==> src/rtl/zapper_pkg.sv <==
// Shared types and default timing for the light-gun front end.
// Holds the sequence state encoding and the frame-counter width used by the top.
package zapper_pkg;

    typedef enum logic [2:0] {
        IDLE,
        WAIT_VS,
        BLACK,
        TARGET,
        RESULT
    } zap_state_e;

    localparam int FRAME_CNT_W         = 4;
    localparam int DEF_DEBOUNCE_CYCLES = 250000;
    localparam int DEF_BLACK_FRAMES    = 1;
    localparam int DEF_TARGET_FRAMES   = 1;

    // A one-cycle debounce would otherwise give a zero-width counter.
    function automatic int cnt_width(input int n);
        return (n > 1) ? $clog2(n) : 1;
    endfunction

endpackage

==> src/rtl/zapper_frontend_debounce.sv <==
// Two-flop synchronizer, polarity normalisation and stable-count debounce.
// The output level toggles only after CYCLES consecutive cycles of disagreement.
module zapper_frontend_debounce
    import zapper_pkg::*;
#(
    parameter int CYCLES     = DEF_DEBOUNCE_CYCLES,
    parameter bit ACTIVE_LOW = 1'b1
) (
    input  logic clk,
    input  logic reset_n,
    input  logic raw,
    output logic level
);

    localparam int               CNT_W    = cnt_width(CYCLES);
    localparam logic [CNT_W-1:0] CNT_LAST = CNT_W'(CYCLES - 1);

    logic             sync1_q;
    logic             sync2_q;
    logic             active_s;
    logic [CNT_W-1:0] cnt_q;
    logic [CNT_W-1:0] cnt_d;
    logic             level_q;
    logic             level_d;

    always_ff @(posedge clk or negedge reset_n) begin
        if (!reset_n) begin
            sync1_q <= 1'b0;
            sync2_q <= 1'b0;
        end else begin
            sync1_q <= raw;
            sync2_q <= sync1_q;
        end
    end

    assign active_s = sync2_q ^ ACTIVE_LOW;

    always_comb begin
        cnt_d   = cnt_q;
        level_d = level_q;
        if (active_s == level_q) begin
            cnt_d = '0;
        end else if (cnt_q == CNT_LAST) begin
            level_d = ~level_q;
            cnt_d   = '0;
        end else begin
            cnt_d = cnt_q + 1'b1;
        end
    end

    always_ff @(posedge clk or negedge reset_n) begin
        if (!reset_n) begin
            cnt_q   <= '0;
            level_q <= 1'b0;
        end else begin
            cnt_q   <= cnt_d;
            level_q <= level_d;
        end
    end

    assign level = level_q;

endmodule

==> src/rtl/zapper_frontend.sv <==
// Light-gun front end: debounced trigger, press detect and the black/target
// flash sequence that samples the photodiode and reports one hit or miss per shot.
module zapper_frontend
    import zapper_pkg::*;
#(
    parameter int DEBOUNCE_CYCLES  = DEF_DEBOUNCE_CYCLES,
    parameter bit TRIG_ACTIVE_LOW  = 1'b1,
    parameter bit LIGHT_ACTIVE_LOW = 1'b1,
    parameter int BLACK_FRAMES     = DEF_BLACK_FRAMES,
    parameter int TARGET_FRAMES    = DEF_TARGET_FRAMES
) (
    input  logic clk,
    input  logic reset_n,
    input  logic trigger_raw,
    input  logic light_raw,
    input  logic vsync,
    input  logic arm,
    output logic gun_shot,
    output logic shot_pulse,
    output logic flash_black,
    output logic flash_target,
    output logic hit,
    output logic miss,
    output logic busy
);

    localparam logic [FRAME_CNT_W-1:0] BLACK_LOAD  = FRAME_CNT_W'(BLACK_FRAMES);
    localparam logic [FRAME_CNT_W-1:0] TARGET_LOAD = FRAME_CNT_W'(TARGET_FRAMES);
    localparam logic [FRAME_CNT_W-1:0] FRAME_LAST  = FRAME_CNT_W'(1);

    logic                   gun_level;
    logic                   gun_prev_q;
    logic                   press;
    logic                   light_sync1_q;
    logic                   light_sync2_q;
    logic                   light_s;

    zap_state_e             state_q;
    zap_state_e             state_d;
    logic [FRAME_CNT_W-1:0] frame_cnt_q;
    logic [FRAME_CNT_W-1:0] frame_cnt_d;
    logic                   cheat_q;
    logic                   cheat_d;
    logic                   seen_q;
    logic                   seen_d;
    logic                   flash_black_q;
    logic                   flash_black_d;
    logic                   flash_target_q;
    logic                   flash_target_d;
    logic                   shot_accept;
    logic                   good_shot;

    zapper_frontend_debounce #(
        .CYCLES     (DEBOUNCE_CYCLES),
        .ACTIVE_LOW (TRIG_ACTIVE_LOW)
    ) u_trig_debounce (
        .clk     (clk),
        .reset_n (reset_n),
        .raw     (trigger_raw),
        .level   (gun_level)
    );

    // The photodiode is sampled per cycle inside a window, so it only needs syncing.
    always_ff @(posedge clk or negedge reset_n) begin
        if (!reset_n) begin
            light_sync1_q <= 1'b0;
            light_sync2_q <= 1'b0;
            gun_prev_q    <= 1'b0;
        end else begin
            light_sync1_q <= light_raw;
            light_sync2_q <= light_sync1_q;
            gun_prev_q    <= gun_level;
        end
    end

    assign light_s = light_sync2_q ^ LIGHT_ACTIVE_LOW;
    assign press   = gun_level & ~gun_prev_q;

    always_comb begin
        state_d     = state_q;
        frame_cnt_d = frame_cnt_q;
        cheat_d     = cheat_q;
        seen_d      = seen_q;
        shot_accept = 1'b0;

        case (state_q)
            IDLE: begin
                if (press && arm) begin
                    shot_accept = 1'b1;
                    cheat_d     = 1'b0;
                    seen_d      = 1'b0;
                    state_d     = WAIT_VS;
                end
            end
            WAIT_VS: begin
                if (vsync) begin
                    frame_cnt_d = BLACK_LOAD;
                    state_d     = BLACK;
                end
            end
            BLACK: begin
                // Light on a black screen means the gun is aimed at a lamp, not the TV.
                if (light_s) begin
                    cheat_d = 1'b1;
                end
                if (vsync) begin
                    if (frame_cnt_q == FRAME_LAST) begin
                        frame_cnt_d = TARGET_LOAD;
                        state_d     = TARGET;
                    end else begin
                        frame_cnt_d = frame_cnt_q - 1'b1;
                    end
                end
            end
            TARGET: begin
                if (light_s) begin
                    seen_d = 1'b1;
                end
                if (vsync) begin
                    if (frame_cnt_q == FRAME_LAST) begin
                        state_d = RESULT;
                    end else begin
                        frame_cnt_d = frame_cnt_q - 1'b1;
                    end
                end
            end
            RESULT: begin
                state_d = IDLE;
            end
            default: begin
                state_d = IDLE;
            end
        endcase

        flash_black_d  = (state_d == BLACK);
        flash_target_d = (state_d == TARGET);
    end

    always_ff @(posedge clk or negedge reset_n) begin
        if (!reset_n) begin
            state_q        <= IDLE;
            frame_cnt_q    <= '0;
            cheat_q        <= 1'b0;
            seen_q         <= 1'b0;
            flash_black_q  <= 1'b0;
            flash_target_q <= 1'b0;
        end else begin
            state_q        <= state_d;
            frame_cnt_q    <= frame_cnt_d;
            cheat_q        <= cheat_d;
            seen_q         <= seen_d;
            flash_black_q  <= flash_black_d;
            flash_target_q <= flash_target_d;
        end
    end

    assign good_shot    = seen_q & ~cheat_q;
    assign gun_shot     = gun_level;
    assign shot_pulse   = shot_accept;
    assign flash_black  = flash_black_q;
    assign flash_target = flash_target_q;
    assign hit          = (state_q == RESULT) &&  good_shot;
    assign miss         = (state_q == RESULT) && !good_shot;
    assign busy         = (state_q != IDLE);

endmodule

==> config.mk <==
export PLATFORM = sky130hd
export DESIGN_NAME = zapper_frontend
export DESIGN_NICKNAME = d
export VERILOG_FILES = /design/src/rtl/zapper_pkg.sv /design/src/rtl/zapper_frontend_debounce.sv /design/src/rtl/zapper_frontend.sv
export SDC_FILE = /design/constraint.sdc
export NUM_CORES = 1
export LEC_CHECK = 0
export CAP_MARGIN = 20
export CORE_AREA = 3 3 71 73
export CTS_CLUSTER_SIZE = 25
export DETAILED_ROUTE_END_ITERATION = 10
export DIE_AREA = 0 0 74 76
export GPL_TIMING_DRIVEN = 0
export PLACE_DENSITY = 0.64
export SLEW_MARGIN = 40
export SYNTH_ARGS = -nofsm -noshare
export SYNTH_HDL_FRONTEND = slang
export SYNTH_HIERARCHICAL = 1
export SYNTH_SLANG_ARGS = --single-unit
==> constraint.sdc <==
create_clock -name clk -period 2.15 [get_ports clk]
set_clock_uncertainty 0.05 [all_clocks]
set_input_delay 0.43 -clock clk [delete_from_list [all_inputs] [get_ports clk]]
set_output_delay 0.43 -clock clk [all_outputs]
set_load 0.01 [all_outputs]
**Word level (Yosys, flattened, before mapping)**

Cells that the tools add are included.

- Add/sub/neg operators: 2
- Mux-type cells: 21
- Equal/unequal tests: 16
- Reduce and logical (&&, ||, !) cells: 13
- Bitwise logic cells: 7

Operators with widths:

| kind | number |
|---|---|
| $mux W18 | 2 |
| $mux W4 | 5 |
| $add A18 B1 Y18 const B | 1 |
| $eq A18 B18 Y1 const B | 1 |
| $mux W3 | 6 |
| $ne A2 B2 Y1 const B | 7 |
| $eq A3 B2 Y1 const B | 4 |
| $pmux W3 S4 | 1 |
| $pmux W4 S3 | 1 |
| $reduce_and A3 Y1 | 2 |
| $reduce_bool A3 Y1 | 2 |
| $not A1 Y1 | 5 |
| $reduce_and A5 Y1 | 1 |
| $eq A4 B1 Y1 const B | 1 |
| $mux W1 | 4 |
| $pmux W1 S2 | 2 |
| $reduce_bool A2 Y1 | 2 |
| $sub A4 B1 Y4 const B | 1 |
| $eq A3 B1 Y1 const B | 1 |
| $eq A3 B3 Y1 const B | 1 |
| $logic_and A1 B1 Y1 | 3 |
| $logic_not A3 Y1 | 1 |
| $and A1 B1 Y1 | 2 |
| $reduce_and A2 Y1 | 1 |
| 2 further kinds | 2 |

- Flip-flop bits (word level): 35
- Bits of input ports: 6
- Output and inout bits: 7

**Logic depth before layout (Yosys ltp)**

Gate-level depths: netlist (run 1).

- Depth after elaboration: 6
- Mapped depth: 5
- Depth with buffers taken out: 5

**Modules after synthesis**

The synthesis (run 1) kept the hierarchy.

Modules (own cells, without submodules):

| module | times used | area each (µm²) | cells each | seq. area each (µm²) |
|---|---|---|---|---|
| zapper_frontend_debounce | 1 | 1032.2 | 100 | 525.5 |
| zapper_frontend | 1 | 737.0 | 72 | 350.3 |

**Worst setup path after synthesis (run 1)**

OpenSTA, ideal clock, no wires.

- Path kind: register to register
- Start point: register u_trig_debounce.cnt_q[0]
- End point: register u_trig_debounce.cnt_q[16]
- Stages on the path, launching flop included: 6
- Arrival: 1693 ps
- Data required time: 1981 ps
- Buffers on the path: 1
- Slack: 288 ps
- Clock period less this slack: 1862 ps
- Setup time: 119 ps
- Cells stage by stage: dfrtp_1 > ha_1 > nand4_1 > o41ai_4 > buf_6 > nor2_1

- Longest elaborated chain between the ends: 3

RTL lines:

| element | RTL line | RTL |
|---|---|---|
| from (decl) | zapper_frontend_debounce.sv:21 | `logic [CNT_W-1:0] cnt_q;` |
| from (signal assigned) | zapper_frontend_debounce.sv:56 | `cnt_q <= cnt_d;` |
| $add A18 B1 Y18 / $eq A18 B18 Y1 (equally long branches) | zapper_frontend_debounce.sv:47, zapper_frontend_debounce.sv:43 |  |
| $mux W18 * | zapper_frontend_debounce.sv:43 | `end else if (cnt_q == CNT_LAST) begin` |
| $mux W18 * | zapper_frontend_debounce.sv:41 | `if (active_s == level_q) begin` |
| via u_trig_debounce.cnt_d[16] | zapper_frontend_debounce.sv:22 | `logic [CNT_W-1:0] cnt_d;` |

The timed path passes the listed nets; every way through them passes the cells marked *.
A chain may end at the register's enable or synchronous reset.

**Final worst setup path (run 1)**

- Start point: register state_q[0]
- End point: output port busy

- Longest elaborated chain between the ends: 1

RTL lines:

| element | RTL line | RTL |
|---|---|---|
| from (decl) | zapper_frontend.sv:38 | `zap_state_e state_q;` |
| from (signal assigned) | zapper_frontend.sv:148 | `state_q <= state_d;` |
| $reduce_bool A3 Y1 | zapper_frontend.sv:164 | `assign busy = (state_q != IDLE);` |
| to (decl) | zapper_frontend.sv:24 | `output logic busy` |

No other way between the ends.

==> results of run 1 <==
metrics by stage:
step / worst slack [ps] / cell area, um2 / TNS [ps] / instances
floorplan: 288.2 / 1769 / 0 / 172
global placement: -164.2 / 1954 / -6635 / 236
detailed placement: -127.8 / 1977 / -1265 / 237
CTS: 110.6 / 2115 / 0 / 248
global route: 14.52 / 2120 / 0 / 248
finish: 142.4 / 2120 / 0 / 248
state kept, by name (all words and copies together), names as in the netlist:
signal and count:
u_trig_debounce/cnt_q 18, frame_cnt_q 4, state_q 3, cheat_q 1
flash_black 1, flash_target 1, gun_prev_q 1, light_sync1_q 1
light_sync2_q 1, seen_q 1, u_trig_debounce/level 1, u_trig_debounce/sync1_q 1
u_trig_debounce/sync2_q 1
critical path, delay by kind of cell (launching register included):
family,cells,cell delay (ps)
and+or+nand+nor,1,300
buffers and inverters,2,480
DFF,1,460
cell type report:
cell class / count / area (um2)
clock buffer: 6 / 82.58
inverter: 6 / 22.52
tap: 52 / 65.06
fill: 400 / 2295
buffer: 5 / 41.29
clock inverter: 1 / 5.005
sequential: 35 / 878.3
multi-input combinational: 126 / 842.1
timing repair buffer: 17 / 182.7
power breakdown:
part	internal [mW]	leakage, nW	total, mW	switching [mW]
sequential	0.667	0.464	0.674	0.00732
combinational	0.0287	0.368	0.0600	0.0313
clock	0.251	0.0470	0.484	0.233
timing repair:
| item | 4_1_cts | 5_1_grt |
|---|---|---|
| gates resized for setup | 8 | 1 |
| hold endpoints to repair | 12 | 0 |
| pin swaps | 1 | 0 |
| setup buffers | 3 | 0 |
| endpoints found under the setup margin | 14 | 1 |
| hold buffers | 1 | 0 |
worst max path at each step:
stage | slack [ps] | to
floorplan | 290 | u_trig_debounce/cnt_q[16]$_DFF_PN0_
global placement | -160 | u_trig_debounce/cnt_q[6]$_DFF_PN0_
detailed placement | -130 | u_trig_debounce/cnt_q[13]$_DFF_PN0_
CTS | 110 | shot_pulse
global route | 10 | shot_pulse
finish | 140 | busy
per-layer routing:
metal	global-route usage, %	part of all wire (%)	vias up
met5	0	0	-
met4	5.978	2.0	0
met3	5.541	3.6	5
met2	19.50	46	15
met1	19.02	48	604
li1	-	-	668
kinds of logic after synthesis:
| logic type | synth area share, % |
|---|---|
| AO/OA/AOI/OAI | 9.124 |
| XOR/XNOR | 7.921 |
| adder cells (fa/ha/maj) | 2.122 |
| buffers and inverters | 3.606 |
| flip-flops | 49.50 |
| multiplexers | 1.132 |
| AND/OR/NAND/NOR | 26.59 |
cells in the mapped netlist:
| library cell | n |
|---|---|
| sky130_fd_sc_hd__a21o_1 | 1 |
| sky130_fd_sc_hd__a21oi_1 | 3 |
| sky130_fd_sc_hd__a21oi_2 | 1 |
| sky130_fd_sc_hd__a22o_1 | 2 |
| sky130_fd_sc_hd__a22o_2 | 1 |
| sky130_fd_sc_hd__a31oi_1 | 1 |
| sky130_fd_sc_hd__and2b_1 | 1 |
| sky130_fd_sc_hd__and3_2 | 1 |
| sky130_fd_sc_hd__and4_1 | 1 |
| sky130_fd_sc_hd__and4bb_2 | 1 |
| sky130_fd_sc_hd__buf_4 | 2 |
| sky130_fd_sc_hd__buf_6 | 2 |
| sky130_fd_sc_hd__clkbuf_1 | 1 |
| sky130_fd_sc_hd__dfrtp_1 | 35 |
| sky130_fd_sc_hd__ha_1 | 3 |
| sky130_fd_sc_hd__inv_1 | 6 |
| sky130_fd_sc_hd__mux2i_1 | 2 |
| sky130_fd_sc_hd__nand2_1 | 7 |
| sky130_fd_sc_hd__nand2b_1 | 4 |
| sky130_fd_sc_hd__nand3_1 | 11 |
| sky130_fd_sc_hd__nand3_2 | 2 |
| sky130_fd_sc_hd__nand4_1 | 7 |
| sky130_fd_sc_hd__nand4_2 | 1 |
| sky130_fd_sc_hd__nor2_1 | 25 |
| sky130_fd_sc_hd__nor2b_1 | 1 |
| sky130_fd_sc_hd__nor3_1 | 4 |
| sky130_fd_sc_hd__nor3_2 | 1 |
| sky130_fd_sc_hd__nor3b_1 | 3 |
| sky130_fd_sc_hd__nor4_1 | 9 |
| sky130_fd_sc_hd__o211ai_1 | 1 |
| sky130_fd_sc_hd__o21ai_0 | 6 |
| sky130_fd_sc_hd__o311ai_0 | 1 |
| sky130_fd_sc_hd__o31ai_1 | 3 |
| sky130_fd_sc_hd__o41ai_4 | 1 |
| sky130_fd_sc_hd__or3_1 | 2 |
| sky130_fd_sc_hd__or3b_4 | 1 |
| sky130_fd_sc_hd__or4_1 | 1 |
| sky130_fd_sc_hd__or4_4 | 1 |
| sky130_fd_sc_hd__xnor2_1 | 12 |
| sky130_fd_sc_hd__xor2_1 | 4 |
==> run summary, run 1 <==
The net count of the mapped netlist came out at 181. The area share of the largest cell type after synthesis came out at 49.50%. The worst setup path is captured at an output pin. Dividing the detail-routed wire length by the instance count gives 13.67 um. The critical-path maximum fanout came out at 10. The worst hold path depth is 0.

The transition at the pin with the smallest max-transition slack came out at 421.9 ps. The worst reg2reg path endpoint is u_trig_debounce/cnt_q[13]$_DFF_PN0_. The critical path goes through buf_4, or3_1, dlygate4sd2_1.

The final critical path time including I/O delays and setup is 2008 ps. After synthesis the cells add up to 0.001769 mm2. The final total power came out at 1.218 mW. The number of global-route vias before repair came out at 1284.

The clock buffer count from CTS is 5. For this block, the via count after detailed routing is 1292. The weighted congestion at the end of routability-driven global placement is 0.7265. The flop-to-flop setup slack is 190 ps. The leading cell type in the layout, fill and taps excluded is sky130_fd_sc_hd__dfrtp_1. After detailed routing, the number of remaining DRC violations is 0.

The fraction of final layout cells with drive strength greater than 1 came out at 15.82%. The remaining max-slew budget at the tightest pin is 71.79%. The worst-path cell with the longest stage delay is sky130_fd_sc_hd__dfrtp_2. The hold slack came out at 297.9 ps. The count of buffers from port buffering is 12. Once detail routing completed, the nets flagged for antenna violations numbered 0.

Counting cells, the worst reg-to-reg path comes to 6. The power density relative to cell area came out at 574.5 mW/mm2. The library cells used most frequently in the layout, excluding fill and tap cells, are sky130_fd_sc_hd__dfrtp_1, sky130_fd_sc_hd__nor2_1, sky130_fd_sc_hd__xnor2_1. The initial detailed-routing violation count came out at 72.

The area of the die came out at 0.005624 mm2. The total clock sinks is 35. The delay of the slowest cell on the worst path is 460 ps. TritonCTS built the clock tree. The total number of H-tree levels came out at 2. The first detailed-routing pass ran for 4 iterations.

The fraction of the yosys area taken by sequential cells is 49.50%. The longest clock path from root to sink contains 2 buffers. By area the synthesized netlist is led by sky130_fd_sc_hd__dfrtp_1, sky130_fd_sc_hd__xnor2_1, sky130_fd_sc_hd__nor2_1. In this run the worst hold path is classified as flip-flop to flip-flop. In this run the count of I/O pins placed on the die edge is 13. Clock tree synthesis selected as its root buffer the cell sky130_fd_sc_hd__clkbuf_8. Tracing the worst setup path back leads to its startpoint at state_q[0]$_DFF_PN0_. The achievable clock frequency came out at 0.4981 GHz. Measured on the finished design, the core utilization comes to 48.02%. The arrival time at the worst endpoint is 1530 ps. The run finished with clean final reports. The final period utilization is 93.37%. Global routing consumed, over all layers together, 14.00% of the routing resources. The wire length of the first global-routing pass is 6.044 mm. The maximum number of pins on one net before global-route repair came out at 24. The startpoint identified for the worst register-to-register timing path is u_trig_debounce/cnt_q[0]$_DFF_PN0_. The synthesis-to-finish area growth is 19.80%.

The number of slew-limit violations in the final report is 0. Setup repair after global routing left no endpoint under its margin. The number of endpoints with negative hold slack in the final report was 0. The required time of the critical path came out at 1670 ps. The average footprint of a synthesized cell is 10.29 um2. The worst setup path is launched from a flip-flop. The worst-case vdd ir drop is 359.1 uV. Detailed placement finished with a half-perimeter wire length of 2.304 mm. The cell count after synthesis came out at 172. The endpoint with the worst hold slack is u_trig_debounce/sync2_q$_DFF_PN0_.

After floorplanning, the core was sized to cover 0.004414 mm2. Using the TritonRoute via totals, the vias-per-cell ratio works out to 5.210. The clock latency at the later pin of the worst-skew pair came out at 290 ps. For this configuration, the core starts out at a cell density of 40.08%. The cell row count came out at 24. The netlist uses 40 different library cells. The overflow left after global routing is 0.

The count of final setup violators is 0. The initial antenna violation count is 0. The number of antenna diodes in the final layout is 0. The path type of the worst setup path is flip-flop to output pin. The overall die width is 74 um. The cell accounting for the most synthesized area is sky130_fd_sc_hd__dfrtp_1. The number of max-cap violations is 0. Synthesis inferred 35 register bits. The routed wire length came out at 3.390 mm.

The worst hold path begins at u_trig_debounce/sync1_q$_DFF_PN0_. The number of warnings printed during yosys synthesis came out at 6. The height of the chip is 76 um.

The net count of the finished layout is 205. The leakage dissipation came out at 0.8784 nW. Clock-pin slew was measured on the worst setup and hold paths at 70 ps.
No activity file was read; power rests on OpenSTA's default activity.
==> run 2, diff against run 1 <==
- GPL_TIMING_DRIVEN: 0 -> unset
==> run summary, run 2 (synthesized netlist as in run 1, its figures left out) <==
The cell sitting at the root of the clock tree is a sky130_fd_sc_hd__clkbuf_8. The flow ran to the end, and the final reports show no timing, DRC or antenna violations. The met3 wirelength from detailed routing came out at 127 um (+3.3%).

The achievable clock frequency came to 0.5058 GHz (+1.5%). The setup slack at placement is -62.38 ps (+65.41 ps). The remaining max-slew budget at the tightest pin is 70.63% (-1.2 points).

The cell row count is 24 (unchanged). The overall die width was 74 um (unchanged). The critical path is of the flip-flop to output pin type. The clock slew at the register clock pins of the worst setup and hold paths was 70 ps (about the same). The wire length of the first global-routing pass came out at 6.065 mm (+0.35%). The worst-case vdd ir drop came to 411.6 uV (+15%). The routed length on met1 is 1.581 mm (-3.8%).

The routed wire length came out at 3.504 mm (+3.4%). The required time of the critical path is 1670 ps (about the same). The arrival time at the worst endpoint is 1500 ps (-30 ps). The number of flip-flops under the largest register name came out at 18 (unchanged). The critical-path maximum fanout came to 8 (-2). After detailed routing, no signal wire sits above met4. The height of the chip came out at 76 um (unchanged). The transition at the pin with the smallest max-transition slack is 440.6 ps (+18.68 ps). The final period utilization came out at 91.96% (-1.4 points).

The startpoint class of the critical path is a flip-flop. The count of buffers from port buffering came out at 12 (unchanged). The detailed-route wire length per cell came to 14.07 um (+2.9%). Setup repair after global routing left no endpoint under its margin.

The clock latency at the later pin of the worst-skew pair is 280 ps (about the same). The count of antenna diodes in the layout came out at 0 (unchanged). The initial antenna violation count is 0 (unchanged).

The weighted congestion at the end of routability-driven global placement came out at 0.8354 (+15%). The clock buffer count from CTS came out at 5 (unchanged). The initial detailed-routing violation count came out at 71 (-1.4%). The total number of H-tree levels is 2 (unchanged).

The worst setup margin came out at 173.0 ps (+30.52 ps). The final total power came to 1.241 mW (+1.9%). The overflow left after global routing came out at 0 (unchanged). The maximum number of pins on one net before global-route repair came out at 36 (+50%). The vias per cell came out at 5.526 (+6.1%).

The remaining antenna violation count after routing came out at 0 (unchanged). The path class of the tightest hold or removal check is flip-flop to flip-flop. The number of slew-limit violations in the final report came to 0 (unchanged). The final critical path time including I/O delays and setup is 1977 ps (-30.52 ps). Compared with the post-synthesis result, the final layout area differs by 18.60%.

The buffer depth of the longest clock path is 2 (unchanged). The leakage dissipation came out at 0.8732 nW (-0.58%). The HPWL after detailed placement is 2.458 mm (+6.7%).

The length of routed met2 wiring came to 1.751 mm (+13%). The number of vias after detailed routing is 1376 (+6.5%). The number of nets in the finished design is 205 (unchanged). The fraction of final layout cells with drive strength greater than 1 was 15.23% (-0.59 points). The count of final setup violators came out at 0 (unchanged). The number of max-cap violations is 0 (unchanged). The kind of end point of the critical path is an output pin.

The total clock sinks is 35 (unchanged). The number of global-route vias before repair is 1338 (+4.2%). The power density relative to cell area came out at 591.3 mW/mm2 (+2.9%). The number of detailed-routing iterations run before antenna repair came out at 4 (unchanged). The area of the core region came out at 0.004414 mm2 (unchanged). The I/O pin count came out at 13 (unchanged). The DRC violation count after routing came out at 0 (unchanged). The number of endpoints with negative hold slack in the final report came to 0 (unchanged). The area of the die came to 0.005624 mm2 (unchanged). The leading cell type in the layout, fill and taps excluded is sky130_fd_sc_hd__dfrtp_1. The effective utilization at floorplan came out at 40.08% (unchanged). In the layout the commonest cells are sky130_fd_sc_hd__dfrtp_1, sky130_fd_sc_hd__nor2_1, sky130_fd_sc_hd__xnor2_1. TritonCTS built the clock tree. Ranked by flip-flop count, first place goes to u_trig_debounce/cnt_q. The combined global-route utilization of all metal layers is 13.94% (-0.054 points). The largest registers in the layout are u_trig_debounce/cnt_q: 18 flops, frame_cnt_q: 4 flops, state_q: 3 flops.
[run 2: worst paths after layout]
check | start | end | slack (ps) | depth (start not counted)
worst max-delay path | state_q[1]$_DFF_PN0_ | busy | 170 | 3
worst min-delay path | u_trig_debounce/sync1_q$_DFF_PN0_ | u_trig_debounce/sync2_q$_DFF_PN0_ | 300 | 0
worst max register to register | u_trig_debounce/cnt_q[0]$_DFF_PN0_ | u_trig_debounce/level$_DFFE_PN0P_ | 320 | 5
worst min register to register | u_trig_debounce/sync1_q$_DFF_PN0_ | u_trig_debounce/sync2_q$_DFF_PN0_ | 300 | 0
max in group asynchronous | reset_n | state_q[2]$_DFF_PN0_ | 1210 | 2
min in group asynchronous | reset_n | u_trig_debounce/cnt_q[3]$_DFF_PN0_ | 500 | 2
[run 2: worst max-delay path: stages, from the launching register on]
cell	delay (ps)
sky130_fd_sc_hd__dfrtp_1	410
sky130_fd_sc_hd__buf_4	170
sky130_fd_sc_hd__or3_1	340
sky130_fd_sc_hd__dlygate4sd2_1	290
[run 2: what timing repair did]
item                       in CTS  in global routing
buffers inserted                2                  0
hold buffers                    0                  0
setup endpoints to repair       4                  0
gates resized for setup         6                  0
hold endpoints to repair        0                  0
[run 2: report_power, final]
group	internal [mW]	switching (mW)	leakage, nW	total, mW
Combinational	0.0206	0.0288	0.358	0.0494
Sequential	0.667	0.00748	0.464	0.674
Clock	0.292	0.225	0.0515	0.517
[run 2: metrics by stage]
stage | std cells | setup TNS, ps | util, % | instance area, um2 | hold slack [ps]
3_5_place_dp | 239 | -62.38 | 44.98 | 1986 | 287.9
5_1_grt | 249 | 0 | 47.53 | 2098 | 314.2
4_1_cts | 249 | 0 | 47.53 | 2098 | 303.2
2_1_floorplan | 172 | 0 | - | 1769 | 84.41
6_report | 249 | 0 | 47.53 | 2098 | 304.1
3_3_place_gp | 239 | -23.92 | 44.98 | 1986 | 286.7
[run 2: per-layer routing]
metal  track usage (%)  vias up
met5                 0        -
met4             6.522        0
met3             4.749        2
met2             21.81       24
met1             16.95      685
li1                  -      665
[run 2: area by class of cell]
type	instances	area, um2
fill	408	2316
tap	52	65.06
clock buffer	8	100.1
multi-input combinational	126	829.5
timing repair buffer	22	202.7
inverter	6	22.52
sequential	35	878.3
==> run 3, diff against run 2 <==
- RECOVER_POWER: unset -> 100
==> run summary, run 3 (synthesized netlist as in run 1, its figures left out) <==
The library cell used most frequently in the layout, excluding fill and tap cells, is sky130_fd_sc_hd__dfrtp_1. The I/O pin count is 13 (unchanged). The tree is rooted in a sky130_fd_sc_hd__clkbuf_8. The buffer depth of the longest clock path is 2 (unchanged). The synthesis-to-finish area growth came out at 16.34%. The clock latency at the later pin of the worst-skew pair is 280 ps (about the same). The cell row count came out at 24 (unchanged).

The hold slack was 304.0 ps (-0.06400 ps). The combined buffer and inverter count along the critical path is 2 (unchanged). The remaining max-slew budget at the tightest pin came out at 43.38% (-27 points). The number of vias after detailed routing came out at 1381 (+0.36%).

The final total power came to 1.232 mW (-0.70%). The power density relative to cell area came to 598.6 mW/mm2 (+1.2%). The remaining antenna violation count after routing came out at 0 (unchanged). The run finished with clean final reports. The category of cells accounting for the largest share of critical-path delay is buffers and inverters.

The count of antenna diodes in the layout is 0 (unchanged). Counting flops per register, the top entry is u_trig_debounce/cnt_q. Setup repair after global routing left no endpoint under its margin. The number of endpoints with negative hold slack in the final report was 0 (unchanged).

The count of final setup violators is 0 (unchanged). The number of max-cap violations came out at 0 (unchanged). The type of the tightest min-delay check is flip-flop to flip-flop. The initial detailed-routing violation count is 78 (+9.9%). The total number of H-tree levels is 2 (unchanged).

The largest registers in the layout are u_trig_debounce/cnt_q: 18 flops, frame_cnt_q: 4 flops, state_q: 3 flops. The clock buffer count from CTS came out at 5 (unchanged). STA classifies the critical path endpoint as an output pin. The number of global-route vias before repair came out at 1338 (unchanged). The initial antenna violation count came out at 0 (unchanged). The weighted congestion at the end of routability-driven global placement came out at 0.8354 (unchanged). The number of slew-limit violations in the final report came out at 0 (unchanged). The final period utilization came out at 93.08% (+1.1 points).

The detailed-route wire length per cell is 13.96 um (-0.77%). The number of nets in the finished design is 205 (unchanged). The number of detailed-routing iterations run before antenna repair is 4 (unchanged).

The height of the chip was 76 um (unchanged). STA classifies the critical path startpoint as a flip-flop. The worst-case vdd ir drop came out at 407.1 uV (-1.1%).

The area of the core region came out at 0.004414 mm2 (unchanged). The HPWL after detailed placement is 2.458 mm (unchanged). The routed wire length is 3.477 mm (-0.77%). The DRC violation count after routing is 0 (unchanged). The area of placed instances is 0.001986 mm2 (unchanged). The final design instance area without fill came out at 0.002058 mm2 (-1.9%).

By startpoint and endpoint, the worst setup path is classified as flip-flop to output pin. The filler cell count was 418 (+2.5%). The count of buffers from port buffering is 12 (unchanged). The critical-path maximum fanout is 8 (unchanged).

The slowest stage of the critical path is the sky130_fd_sc_hd__dfrtp_1 cell. The transition at the pin with the smallest max-transition slack came out at 849.3 ps (+408.7 ps). The maximum number of pins on one net before global-route repair is 36 (unchanged). The effective utilization at floorplan came out at 40.08% (unchanged). The signal on the critical path passes through clkbuf_2, or3_1, dlygate4sd2_1. The wire length of the first global-routing pass was 6.065 mm (unchanged). The area of the die is 0.005624 mm2 (unchanged). The total clock sinks came to 35 (unchanged).

The number of flip-flops under the largest register name came out at 18 (unchanged). Leaving out fill and tap cells, the most frequent cells in the layout are sky130_fd_sc_hd__dfrtp_1, sky130_fd_sc_hd__nor2_1, sky130_fd_sc_hd__nand3_1, sky130_fd_sc_hd__xnor2_1, sky130_fd_sc_hd__nor4_1. The leakage dissipation came out at 0.8735 nW (about the same).

The overall die width is 74 um (unchanged). The clock tree from TritonCTS is done. The overflow left after global routing came out at 0 (unchanged). The clock slew at the register clock pins of the worst setup and hold paths was 70 ps (about the same). The arrival time at the worst endpoint is 1520 ps (+20 ps).

The vias per cell came to 5.546 (+0.36%). The final critical path time including I/O delays and setup is 2001 ps (+24.21 ps). The combined global-route utilization of all metal layers is 13.94% (unchanged). The required time of the critical path came out at 1670 ps (about the same).

The achievable clock frequency is 0.4997 GHz (-1.2%). The delay of the slowest cell on the worst path came out at 410 ps (about the same). The fraction of final layout cells with drive strength greater than 1 is 11.68% (-3.6 points).
## run 3: cell types whose count changed in the layout (fill, tap and decap cells not counted), moves of 2 or more
cell / before / now
sky130_fd_sc_hd__clkbuf_2: 0 / 3
sky130_fd_sc_hd__clkbuf_1: 1 / 3
sky130_fd_sc_hd__dlygate4sd3_1: 0 / 7
sky130_fd_sc_hd__clkdlybuf4s50_1: 8 / 1
sky130_fd_sc_hd__buf_4: 9 / 5
## run 3: worst paths after layout
kind	from	end	slack, ps	depth (start not counted)
max in group asynchronous	reset_n	state_q[2]$_DFF_PN0_	730	2
setup reg to reg	u_trig_debounce/cnt_q[11]$_DFF_PN0_	u_trig_debounce/cnt_q[16]$_DFF_PN0_	220	4
hold reg to reg	u_trig_debounce/sync1_q$_DFF_PN0_	u_trig_debounce/sync2_q$_DFF_PN0_	300	0
min in group asynchronous	reset_n	u_trig_debounce/cnt_q[3]$_DFF_PN0_	730	2
hold / removal	u_trig_debounce/sync1_q$_DFF_PN0_	u_trig_debounce/sync2_q$_DFF_PN0_	300	0
setup / recovery	state_q[1]$_DFF_PN0_	busy	150	3
## run 3: through the flow
step,setup WS (ps),TNS (ps),util [%],std cells
6_report,148.8,0,46.63,249
5_1_grt,83.64,0,46.63,249
4_1_cts,154.6,0,47.53,249
3_5_place_dp,-62.38,-62.38,44.98,239
3_3_place_gp,-23.92,-23.92,44.98,239
2_1_floorplan,288.2,0,-,172
## run 3: area by class of cell
class	instances	area [um2]	area share, %
clock buffers	8	100.1	4.863
inverters	6	22.52	1.094
multi-input cells	126	818.3	39.76
flip-flops and latches	35	877.1	42.61
well taps	52	65.06	3.161
repair buffers	22	175.2	8.511
## run 3: repair_timing
| action | in CTS | in global routing |
|---|---|---|
| setup buffers | 2 | 0 |
| endpoints found under the setup margin | 4 | 0 |
| hold buffers | 0 | 0 |
| resized for setup | 6 | 0 |
## run 3: power by group
| part | total [mW] | switching [mW] | internal, mW |
|---|---|---|---|
| combinational | 0.0434 | 0.0280 | 0.0155 |
| clock | 0.514 | 0.222 | 0.292 |
| sequential | 0.674 | 0.00745 | 0.667 |
| total | 1.23 | 0.258 | 0.974 |
## run 3: per-layer routing
metal	share of wire, %	wire [um]	GRT usage [%]
met1	44	1547	16.95
met2	50	1747	21.81
met3	4.0	139	4.749
met4	1.2	43	6.522
met5	0	0	0
